$ cat src/rtl/arcade_input_mapper_if.sv
// Bundle of controller-side inputs and core-side control outputs for the arcade input mapper.
// The master side is the framework/bench; the mapper itself takes the slave view.
interface arcade_input_mapper_if #(
    parameter int PLAYERS = 2,
    parameter int BUTTONS = 2
);
    logic [10:0]                ps2_key;
    logic [16*PLAYERS-1:0]      joy;
    logic [1:0]                 rotate;
    logic                       joy_merge;
    logic                       coin_auto;
    logic [BUTTONS-1:0]         autofire_en;
    logic [4*PLAYERS-1:0]       o_dir;
    logic [BUTTONS*PLAYERS-1:0] o_btn;
    logic [PLAYERS-1:0]         o_start;
    logic [PLAYERS-1:0]         o_coin;

    modport master (
        output ps2_key, joy, rotate, joy_merge, coin_auto, autofire_en,
        input  o_dir, o_btn, o_start, o_coin
    );

    modport slave (
        input  ps2_key, joy, rotate, joy_merge, coin_auto, autofire_en,
        output o_dir, o_btn, o_start, o_coin
    );
endinterface

$ cat src/rtl/arcade_input_mapper.sv
// Player-input front end: PS/2 key map plus joysticks, screen rotation, autofire and
// coin stretching, producing registered (optionally active-low) control inputs for a core.
module arcade_input_mapper #(
    parameter int PLAYERS      = 2,
    parameter int BUTTONS      = 2,
    parameter int COIN_HOLD    = 2457600,
    parameter int AUTOFIRE_DIV = 409600,
    parameter int ACTIVE_LOW   = 1
) (
    input  logic                  clk_sys,
    input  logic                  reset,
    arcade_input_mapper_if.slave  bus
);
    // Only players 1-2 and buttons 0-3 have keyboard keys.
    localparam int KP = (PLAYERS < 2) ? PLAYERS : 2;
    localparam int KB = (BUTTONS < 4) ? BUTTONS : 4;
    localparam int AW = (AUTOFIRE_DIV > 1) ? $clog2(AUTOFIRE_DIV) : 1;
    localparam int CW = $clog2(COIN_HOLD + 1);
    localparam int WW = 6 + BUTTONS;
    localparam logic INV = (ACTIVE_LOW != 0);

    // Direction codes ordered U,D,L,R; player 1 arrows match on the low byte only.
    localparam logic [8:0] DIR_CODE [2][4] = '{'{9'h075, 9'h072, 9'h06B, 9'h074},
                                               '{9'h02D, 9'h02B, 9'h023, 9'h034}};
    localparam logic [8:0] BTN_CODE [2][4] = '{'{9'h014, 9'h011, 9'h029, 9'h012},
                                               '{9'h01C, 9'h01B, 9'h015, 9'h01D}};
    localparam logic [8:0] START_A [2]     = '{9'h016, 9'h01E};
    localparam logic [8:0] START_B [2]     = '{9'h005, 9'h006};
    localparam logic [8:0] COIN_CODE [2]   = '{9'h02E, 9'h036};

    logic                  primed_reg;
    logic                  old_tog_reg;
    logic                  key_event;
    logic [8:0]            key_code;
    logic                  key_pressed;
    logic [KP-1:0][3:0]    key_dir_reg,   key_dir_next;
    logic [KP-1:0][KB-1:0] key_btn_reg,   key_btn_next;
    logic [KP-1:0]         key_start_reg, key_start_next;
    logic [KP-1:0]         key_coin_reg,  key_coin_next;

    logic [AW-1:0]         af_cnt_reg;
    logic                  phase_reg;
    logic [WW-1:0]         joy_or;

    logic [4*PLAYERS-1:0]       dir_q;
    logic [BUTTONS*PLAYERS-1:0] btn_q;
    logic [PLAYERS-1:0]         start_q;
    logic [PLAYERS-1:0]         coin_q;

    assign key_code    = bus.ps2_key[8:0];
    assign key_pressed = bus.ps2_key[9];
    assign key_event   = primed_reg & (bus.ps2_key[10] != old_tog_reg);

    always_comb begin
        key_dir_next   = key_dir_reg;
        key_btn_next   = key_btn_reg;
        key_start_next = key_start_reg;
        key_coin_next  = key_coin_reg;
        if (key_event) begin
            for (int p = 0; p < KP; p++) begin
                for (int j = 0; j < 4; j++) begin
                    if ((p == 0) ? (key_code[7:0] == DIR_CODE[0][j][7:0])
                                 : (key_code == DIR_CODE[p][j]))
                        key_dir_next[p][3-j] = key_pressed;
                end
                for (int k = 0; k < KB; k++) begin
                    if (key_code == BTN_CODE[p][k])
                        key_btn_next[p][k] = key_pressed;
                end
                if (key_code == START_A[p] || key_code == START_B[p])
                    key_start_next[p] = key_pressed;
                if (key_code == COIN_CODE[p])
                    key_coin_next[p] = key_pressed;
            end
        end
    end

    // The first clock after reset only captures the toggle level, so a stale toggle is not an event.
    always_ff @(posedge clk_sys or posedge reset) begin
        if (reset) begin
            primed_reg    <= 1'b0;
            old_tog_reg   <= 1'b0;
            key_dir_reg   <= '0;
            key_btn_reg   <= '0;
            key_start_reg <= '0;
            key_coin_reg  <= '0;
        end else begin
            primed_reg    <= 1'b1;
            old_tog_reg   <= bus.ps2_key[10];
            key_dir_reg   <= key_dir_next;
            key_btn_reg   <= key_btn_next;
            key_start_reg <= key_start_next;
            key_coin_reg  <= key_coin_next;
        end
    end

    always_ff @(posedge clk_sys or posedge reset) begin
        if (reset) begin
            af_cnt_reg <= '0;
            phase_reg  <= 1'b1;
        end else if (af_cnt_reg == AW'(AUTOFIRE_DIV - 1)) begin
            af_cnt_reg <= '0;
            phase_reg  <= ~phase_reg;
        end else begin
            af_cnt_reg <= af_cnt_reg + 1'b1;
        end
    end

    always_comb begin
        joy_or = '0;
        for (int p = 0; p < PLAYERS; p++)
            joy_or = joy_or | bus.joy[16*p +: WW];
    end

    for (genvar gi = 0; gi < PLAYERS; gi++) begin : g_player
        logic [WW-1:0]      word;
        logic [3:0]         kdir;
        logic               kstart;
        logic               kcoin;
        logic [BUTTONS-1:0] kbtn;
        logic [3:0]         raw_dir;
        logic [3:0]         rot_dir;
        logic [BUTTONS-1:0] raw_btn;
        logic [BUTTONS-1:0] btn_val;
        logic               raw_start;
        logic               coin_src;
        logic               src_d_reg;
        logic [CW-1:0]      hold_reg;
        logic [3:0]         dir_reg;
        logic [BUTTONS-1:0] btn_reg;
        logic               start_reg;
        logic               coin_reg;

        if (gi < KP) begin : g_key
            assign kdir   = key_dir_reg[gi];
            assign kstart = key_start_reg[gi];
            assign kcoin  = key_coin_reg[gi];
        end else begin : g_nokey
            assign kdir   = '0;
            assign kstart = 1'b0;
            assign kcoin  = 1'b0;
        end

        for (genvar bi = 0; bi < BUTTONS; bi++) begin : g_btn
            if (gi < KP && bi < KB) begin : g_kb
                assign kbtn[bi] = key_btn_reg[gi][bi];
            end else begin : g_nokb
                assign kbtn[bi] = 1'b0;
            end
            assign btn_val[bi] = raw_btn[bi] & (bus.autofire_en[bi] ? phase_reg : 1'b1);
        end

        assign word      = bus.joy_merge ? joy_or : bus.joy[16*gi +: WW];
        assign raw_dir   = kdir | word[3:0];
        assign raw_btn   = kbtn | word[4 +: BUTTONS];
        assign raw_start = kstart | word[4+BUTTONS];
        assign coin_src  = kcoin | word[5+BUTTONS] | (bus.coin_auto & raw_start);

        // Vectors are {U,D,L,R}.
        always_comb begin
            rot_dir = raw_dir;
            case (bus.rotate)
                2'd1:    rot_dir = {raw_dir[1], raw_dir[0], raw_dir[2], raw_dir[3]};
                2'd2:    rot_dir = {raw_dir[2], raw_dir[3], raw_dir[0], raw_dir[1]};
                2'd3:    rot_dir = {raw_dir[0], raw_dir[1], raw_dir[3], raw_dir[2]};
                default: rot_dir = raw_dir;
            endcase
        end

        // Rising edges arriving while the hold counter runs are dropped, never extending a pulse.
        always_ff @(posedge clk_sys or posedge reset) begin
            if (reset) begin
                src_d_reg <= 1'b0;
                hold_reg  <= '0;
                dir_reg   <= '0;
                btn_reg   <= '0;
                start_reg <= 1'b0;
                coin_reg  <= 1'b0;
            end else begin
                src_d_reg <= coin_src;
                if (hold_reg == '0) begin
                    if (coin_src & ~src_d_reg)
                        hold_reg <= CW'(COIN_HOLD);
                end else begin
                    hold_reg <= hold_reg - 1'b1;
                end
                dir_reg   <= rot_dir;
                btn_reg   <= btn_val;
                start_reg <= raw_start;
                coin_reg  <= (hold_reg != '0);
            end
        end

        assign dir_q[4*gi +: 4]             = dir_reg;
        assign btn_q[BUTTONS*gi +: BUTTONS] = btn_reg;
        assign start_q[gi]                  = start_reg;
        assign coin_q[gi]                   = coin_reg;
    end

    assign bus.o_dir   = dir_q   ^ {(4*PLAYERS){INV}};
    assign bus.o_btn   = btn_q   ^ {(BUTTONS*PLAYERS){INV}};
    assign bus.o_start = start_q ^ {PLAYERS{INV}};
    assign bus.o_coin  = coin_q  ^ {PLAYERS{INV}};
endmodule

$ cat src/flat_wrapper.sv
// flat-port wrapper written by rule: the top's interface ports become plain ports
module arcade_input_mapper_flat 
#(
    parameter int PLAYERS      = 2,
    parameter int BUTTONS      = 2,
    parameter int COIN_HOLD    = 2457600,
    parameter int AUTOFIRE_DIV = 409600,
    parameter int ACTIVE_LOW   = 1
)
  (clk_sys, reset, bus_ps2_key, bus_joy, bus_rotate, bus_joy_merge, bus_coin_auto, bus_autofire_en, bus_o_dir, bus_o_btn, bus_o_start, bus_o_coin);
  arcade_input_mapper_if #(.PLAYERS(PLAYERS), .BUTTONS(BUTTONS)) bus_i ();
  input  logic clk_sys;
  input  logic reset;
  input wire logic [$bits(bus_i.ps2_key)-1:0] bus_ps2_key;
  input wire logic [$bits(bus_i.joy)-1:0] bus_joy;
  input wire logic [$bits(bus_i.rotate)-1:0] bus_rotate;
  input wire logic [$bits(bus_i.joy_merge)-1:0] bus_joy_merge;
  input wire logic [$bits(bus_i.coin_auto)-1:0] bus_coin_auto;
  input wire logic [$bits(bus_i.autofire_en)-1:0] bus_autofire_en;
  output wire logic [$bits(bus_i.o_dir)-1:0] bus_o_dir;
  output wire logic [$bits(bus_i.o_btn)-1:0] bus_o_btn;
  output wire logic [$bits(bus_i.o_start)-1:0] bus_o_start;
  output wire logic [$bits(bus_i.o_coin)-1:0] bus_o_coin;
  assign bus_i.ps2_key = bus_ps2_key;
  assign bus_i.joy = bus_joy;
  assign bus_i.rotate = bus_rotate;
  assign bus_i.joy_merge = bus_joy_merge;
  assign bus_i.coin_auto = bus_coin_auto;
  assign bus_i.autofire_en = bus_autofire_en;
  assign bus_o_dir = bus_i.o_dir;
  assign bus_o_btn = bus_i.o_btn;
  assign bus_o_start = bus_i.o_start;
  assign bus_o_coin = bus_i.o_coin;
  arcade_input_mapper #(.PLAYERS(PLAYERS), .BUTTONS(BUTTONS), .COIN_HOLD(COIN_HOLD), .AUTOFIRE_DIV(AUTOFIRE_DIV), .ACTIVE_LOW(ACTIVE_LOW)) u_core (.clk_sys(clk_sys), .reset(reset), .bus(bus_i));
endmodule
$ cat config.mk
export PLATFORM = sky130hd
export DESIGN_NAME = arcade_input_mapper_flat
export DESIGN_NICKNAME = d
export VERILOG_FILES = /design/src/rtl/arcade_input_mapper_if.sv /design/src/rtl/arcade_input_mapper.sv /design/src/flat_wrapper.sv
export SDC_FILE = /design/constraint.sdc
export NUM_CORES = 1
export LEC_CHECK = 0
export CAP_MARGIN = 20
export CORE_ASPECT_RATIO = 0.8
export CORE_MARGIN = 1.5
export CORE_UTILIZATION = 50
export DETAILED_ROUTE_END_ITERATION = 8
export HOLD_SLACK_MARGIN = 0.03
export PLACE_DENSITY = 0.86
export SYNTH_ARGS = -nofsm -noshare
export SYNTH_HDL_FRONTEND = slang
export SYNTH_SLANG_ARGS = --single-unit
$ cat constraint.sdc
create_clock -name clk_sys -period 2.6 [get_ports clk_sys]
set_input_delay 0.26 -clock clk_sys [delete_from_list [all_inputs] [get_ports clk_sys]]
set_output_delay 0.26 -clock clk_sys [all_outputs]
set_load 0.01 [all_outputs]
======== After elaboration in Yosys (flattened, before gate mapping) ========
Cells that the tools add are included.
W data, S select, Z words.
storage, ports and cells
  register bits after elaboration ......... 100
  bits in latches ......................... 0
  memory bits (writable) .................. 0
  ROM bits ................................ 0
  output and inout bits ................... 16
  word-level logic and storage cells ...... 120
  memories kept ........................... 0
operators by class
  $add $sub $neg .......................... 3
  multipliers ............................. 0
  div/mod/pow operators ................... 0
  order comparisons ....................... 0
  equal/unequal tests ..................... 25
  shift-type cells ........................ 0
  muxes and demuxes ....................... 11
  bitwise operators ....................... 27
  reductions and logical operators ........ 22
operator list
  operator                 count
  $mux W22                 4
  $eq A9 B5 Y1 const B     6
  $eq A9 B6 Y1 const B     6
  $logic_not A22 Y1        2
  $reduce_bool A22 Y1      2
  $sub A22 B1 Y22 const B  2
  $eq A8 B7 Y1 const B     4
  $reduce_and A2 Y1        16
  $pmux W4 S3              2
  $add A19 B1 Y19 const B  1
  $eq A19 B19 Y1 const B   1
  $mux W19                 1
  $eq A9 B3 Y1 const B     2
  $mux W8                  2
  $and A1 B1 Y1            9
  $not A8 Y8               1
  $or A4 B4 Y4             2
  $or A8 B8 Y8             1
  $or A1 B1 Y1             6
  $eq A2 B2 Y1 const B     2
  $ne A2 B2 Y1 const B     2
  $not A2 Y2               2
  $not A4 Y4               1
  $or A2 B2 Y2             2
  5 further kinds          9

======== Depth between registers and ports, before layout ========
  word-level depth ........................ 8
  mapped depth ............................ 9
  gate-level depth less buffers ........... 8

======== Worst setup path before layout ========
Ideal clock, no wire load.
  kind .................................... register to register
  start ................................... register u_core.g_player[1].hold_reg[2]
  end ..................................... register u_core.g_player[1].hold_reg[0]
  library setup time ...................... 0.125 ns
  data arrival time ....................... 2.118 ns
  slack ................................... 0.358 ns
  stages on the path, launching flop included .. 7
  period minus slack after synthesis ...... 2.242 ns
  cells stage by stage .................... dfrtp_1 -> or4_1 -> buf_2 -> or4_4 -> nor2_8 -> inv_4 -> mux2_2
between the ends
  cells in the longest elaborated chain, start to end .. 2
  elaborated cells between the ends (all ways) .. 3
  those cells by class .................... eq/ne: 1; mux: 1; reduce/logical: 1
ends and longest elaborated chain
  item                                                line                        RTL
  start, declared                                     arcade_input_mapper.sv:128  logic [CW-1:0] hold_reg;
  start signal, assigned                              arcade_input_mapper.sv:183  hold_reg <= CW'(COIN_HOLD);
  start signal, assigned                              arcade_input_mapper.sv:185  hold_reg <= hold_reg - 1'b1;
  $logic_not A22 Y1 *                                 arcade_input_mapper.sv:181  if (hold_reg == '0) begin
  $ne A2 B2 Y1 (no line) or $mux W22 (tied branches)  n/a
Every way passes the cells marked *; elsewhere a longest branch is shown, timed or not.
A chain may end at the register's enable or synchronous reset.

======== Worst setup path after layout ========
  start ................................... register u_core.g_player[1].hold_reg[12]
  end ..................................... register u_core.g_player[1].hold_reg[19]
between the ends
  cells in the longest elaborated chain, start to end .. 2
  elaborated cells between the ends (all ways) .. 4
  those cells by class .................... add/sub: 1; eq/ne: 1; mux: 1; reduce/logical: 1
ends and longest elaborated chain
  item                                                  line
  $sub A22 B1 Y22 or $logic_not A22 Y1 (tied branches)  arcade_input_mapper.sv:185, arcade_input_mapper.sv:181
  $mux W22 or $ne A2 B2 Y1 (tied branches)              n/a
Parallel ways exist; a longest one is shown, timed or not.

==> results.json <==
{
  "outcome": "completed",
  "post_cts_buffers": 0,
  "p_leak_nw": 2.43,
  "diodes": 0,
  "firstDrtPassIters": 4,
  "cpPeakStageDelay_ns": 0.54,
  "finalClockSkew_ns": 0.0119,
  "crit_arrival_ns": 2.60,
  "die_w_um": 114,
  "path_delay_family": "simple AND/OR/NAND/NOR gates",
  "critPathKind": "register to register",
  "cts_hold_buffers": 0,
  "drive_gt1_share_pct": 13.3,
  "busiest_layer": "met2",
  "setup_viol_count_final": 0,
  "setup_tns_ns": 0,
  "fin_crit_sh_pct": 91.9,
  "crit_required_ns": 2.81,
  "initial_core_util_pct": 51.1,
  "die_y_um": 91.4,
  "antenna_left": 0,
  "dp_cells": 623,
  "syn_inst": 457,
  "cts_tree": "yes",
  "stdcell_count": 639,
  "std_cell_rows": 32,
  "use_met2_pct": 38.1,
  "async_flop_share_pct": 100,
  "clk_pin_slew_ns": 0.07,
  "die_area_mm2": 0.0104,
  "drc": 0,
  "htree_levels": 3,
  "drv_slew": 0,
  "synth_edf_count": 0,
  "path_buf_inv": 1,
  "slew_headroom_pct": 48.8,
  "wire_per_inst_um": 16.3,
  "p_per_area_mw_per_mm2": 539,
  "grt_pass1_wl_um": 17600,
  "syn_nets": 513,
  "crit_top_cell": "or4_1",
  "clk_latency_ns": 0.35,
  "dp_hpwl_um": 7390,
  "core_area_mm2": 0.00957,
  "clock-sinks": 100,
  "portBuffers": 50,
  "grtUsageMet1_pct": 24.9,
  "worst_pin_slew_ns": 0.767,
  "final_cell_mix": "99 x dfrtp_1, 50 x clkdlybuf4s50_1, 38 x nor2_1",
  "finalHoldViolCount": 0,
  "final_common_cell": "dfrtp_1",
  "clockRootBuffer": "clkbuf_16",
  "cts_buffers": 9,
  "wl_um": 10400,
  "grt_antenna_before_repair": 0,
  "whs_ns": 0.388,
  "fillers": 719,
  "overflow": 0,
  "synth_flop_cell": "dfrtp_1",
  "ioPinCount": 67,
  "nets": 571,
  "avgViaCountPerCell": 5.76,
  "synth_area_per_cell_um2": 10.7,
  "rsz0062_at_grt": "false",
  "timing.final.crit_period_ns": 2.39,
  "hold_class": "input port to asynchronous set/reset pin",
  "gp_congestion": 0.867,
  "yosys_warnings": 0,
  "synth.cell_area_mm2": 0.00489,
  "worst-path-max-fanout": 7,
  "placed_area_mm2": 0.00557,
  "largest_reg_flops": 44,
  "synth-seq-cells": 100,
  "vias": 3682,
  "max_cap_viol_count": 0,
  "endpoint_kind": "register",
  "synthToLayoutAreaGrowth_pct": 20.1,
  "fin_area_mm2": 0.00587,
  "synth_cell_type_count": 61,
  "drt_iter0_markers": 290,
  "worst_path_max_delay_cell": "or4_1",
  "cts_buffer_depth": 2,
  "grt_pass1_vias": 3808,
  "start_kind": "register",
  "grt.total_usage_pct": 21.4,
  "met3_usage_pct": 6.81,
  "ys_seq_area_share_pct": 51.2,
  "irDropWorstVdd_uv": 417,
  "worstPathCellList": "or4_1 > or4_1 > buf_4 > o211ai_4 > nor4_1 > xor2_1",
  "ctsResizeCount": 0,
  "fmax_mhz": 418,
  "grt_max_degree": 36
}
[metrics by stage]
step           setup WS (ns)  util (%)  power, mW
3_5_place_dp           0.256      58.2       1.87
3_3_place_gp           0.293      58.2       1.86
6_report               0.210      61.3       3.16
2_1_floorplan          0.358         -       1.74
5_1_grt               0.0681      61.3       3.28
4_1_cts                0.214      61.3       3.19
[path summary, 6_finish.rpt]
path                                                 start                               to  slack [ns]  depth (start not counted)
min                                                  reset  u_core.g_player[1].hold_reg[12]        0.39                          2
max in group asynchronous                            reset                 u_core.phase_reg        1.48                          3
max                        u_core.g_player[1].hold_reg[12]  u_core.g_player[1].hold_reg[19]        0.21                          6
max reg2reg                u_core.g_player[1].hold_reg[12]  u_core.g_player[1].hold_reg[19]        0.21                          6
min in group clk_sys                       bus_ps2_key[10]               u_core.old_tog_reg        0.41                          1
min reg2reg                 u_core.g_player[1].hold_reg[7]   u_core.g_player[1].hold_reg[7]        0.47                          1
[report_power, final]
group	switching [mW]	leakage, nW	internal [mW]	total [mW]
clock	0.587	0.149	0.733	1.32
sequential	0.0104	1.15	1.58	1.59
combinational	0.121	1.13	0.128	0.250
[Yosys cell counts (8+ instances only)]
| master | number | share of area, % |
|---|---|---|
| a211oi_1 | 13 | 2.0 |
| a21oi_1 | 11 | 1.1 |
| dfrtp_1 | 99 | 51 |
| inv_1 | 26 | 2.0 |
| mux2_2 | 26 | 6.0 |
| mux2i_1 | 10 | 2.0 |
| nand2_1 | 18 | 1.4 |
| nand3_1 | 25 | 2.6 |
| nor2_1 | 38 | 2.9 |
| nor2b_1 | 8 | 1.0 |
| nor3_1 | 19 | 1.9 |
| nor4_1 | 12 | 1.5 |
| or3_1 | 8 | 1.0 |
| or4_1 | 9 | 1.4 |
| xnor2_1 | 20 | 3.6 |
| xor2_1 | 25 | 4.5 |
[area by class of cell]
class	count	area, um2	area share [%]
Tap cell	119	149	2.54
Inverter	28	111	1.90
Sequential cell	100	2500	42.7
Clock inverter	4	31.3	0.533
Timing Repair Buffer	60	588	10.0
Multi-Input combinational cell	316	2220	37.8
Clock buffer	12	267	4.54
[logic make-up after synthesis]
logic type	Yosys count	share of synthesized area (%)
AO/OA/AOI/OAI	55	8.25
XOR/XNOR	45	8.07
adder cells (fa/ha/maj)	5	1.28
buffers and inverters	41	3.35
flip-flops	100	51.2
multiplexers	37	8.27
other	1	0.0768
AND/OR/NAND/NOR	173	19.5
[per-layer routing]
metal | wire (um) | part of all wire (%) | vias to the layer above
li1 | - | - | 1732
met4 | 159 | 1.5 | 0
met1 | 4320 | 42 | 1834
met5 | 0 | 0 | -
met2 | 5420 | 52 | 94
met3 | 491 | 4.7 | 22
[worst register-to-register path, stage by stage, from the launching register on]
cell and delay (ns):
dfrtp_1 0.44, or4_1 0.54, or4_1 0.52, buf_4 0.20
o211ai_4 0.28, nor4_1 0.11, xor2_1 0.16
(Power assumes the default switching activity.)
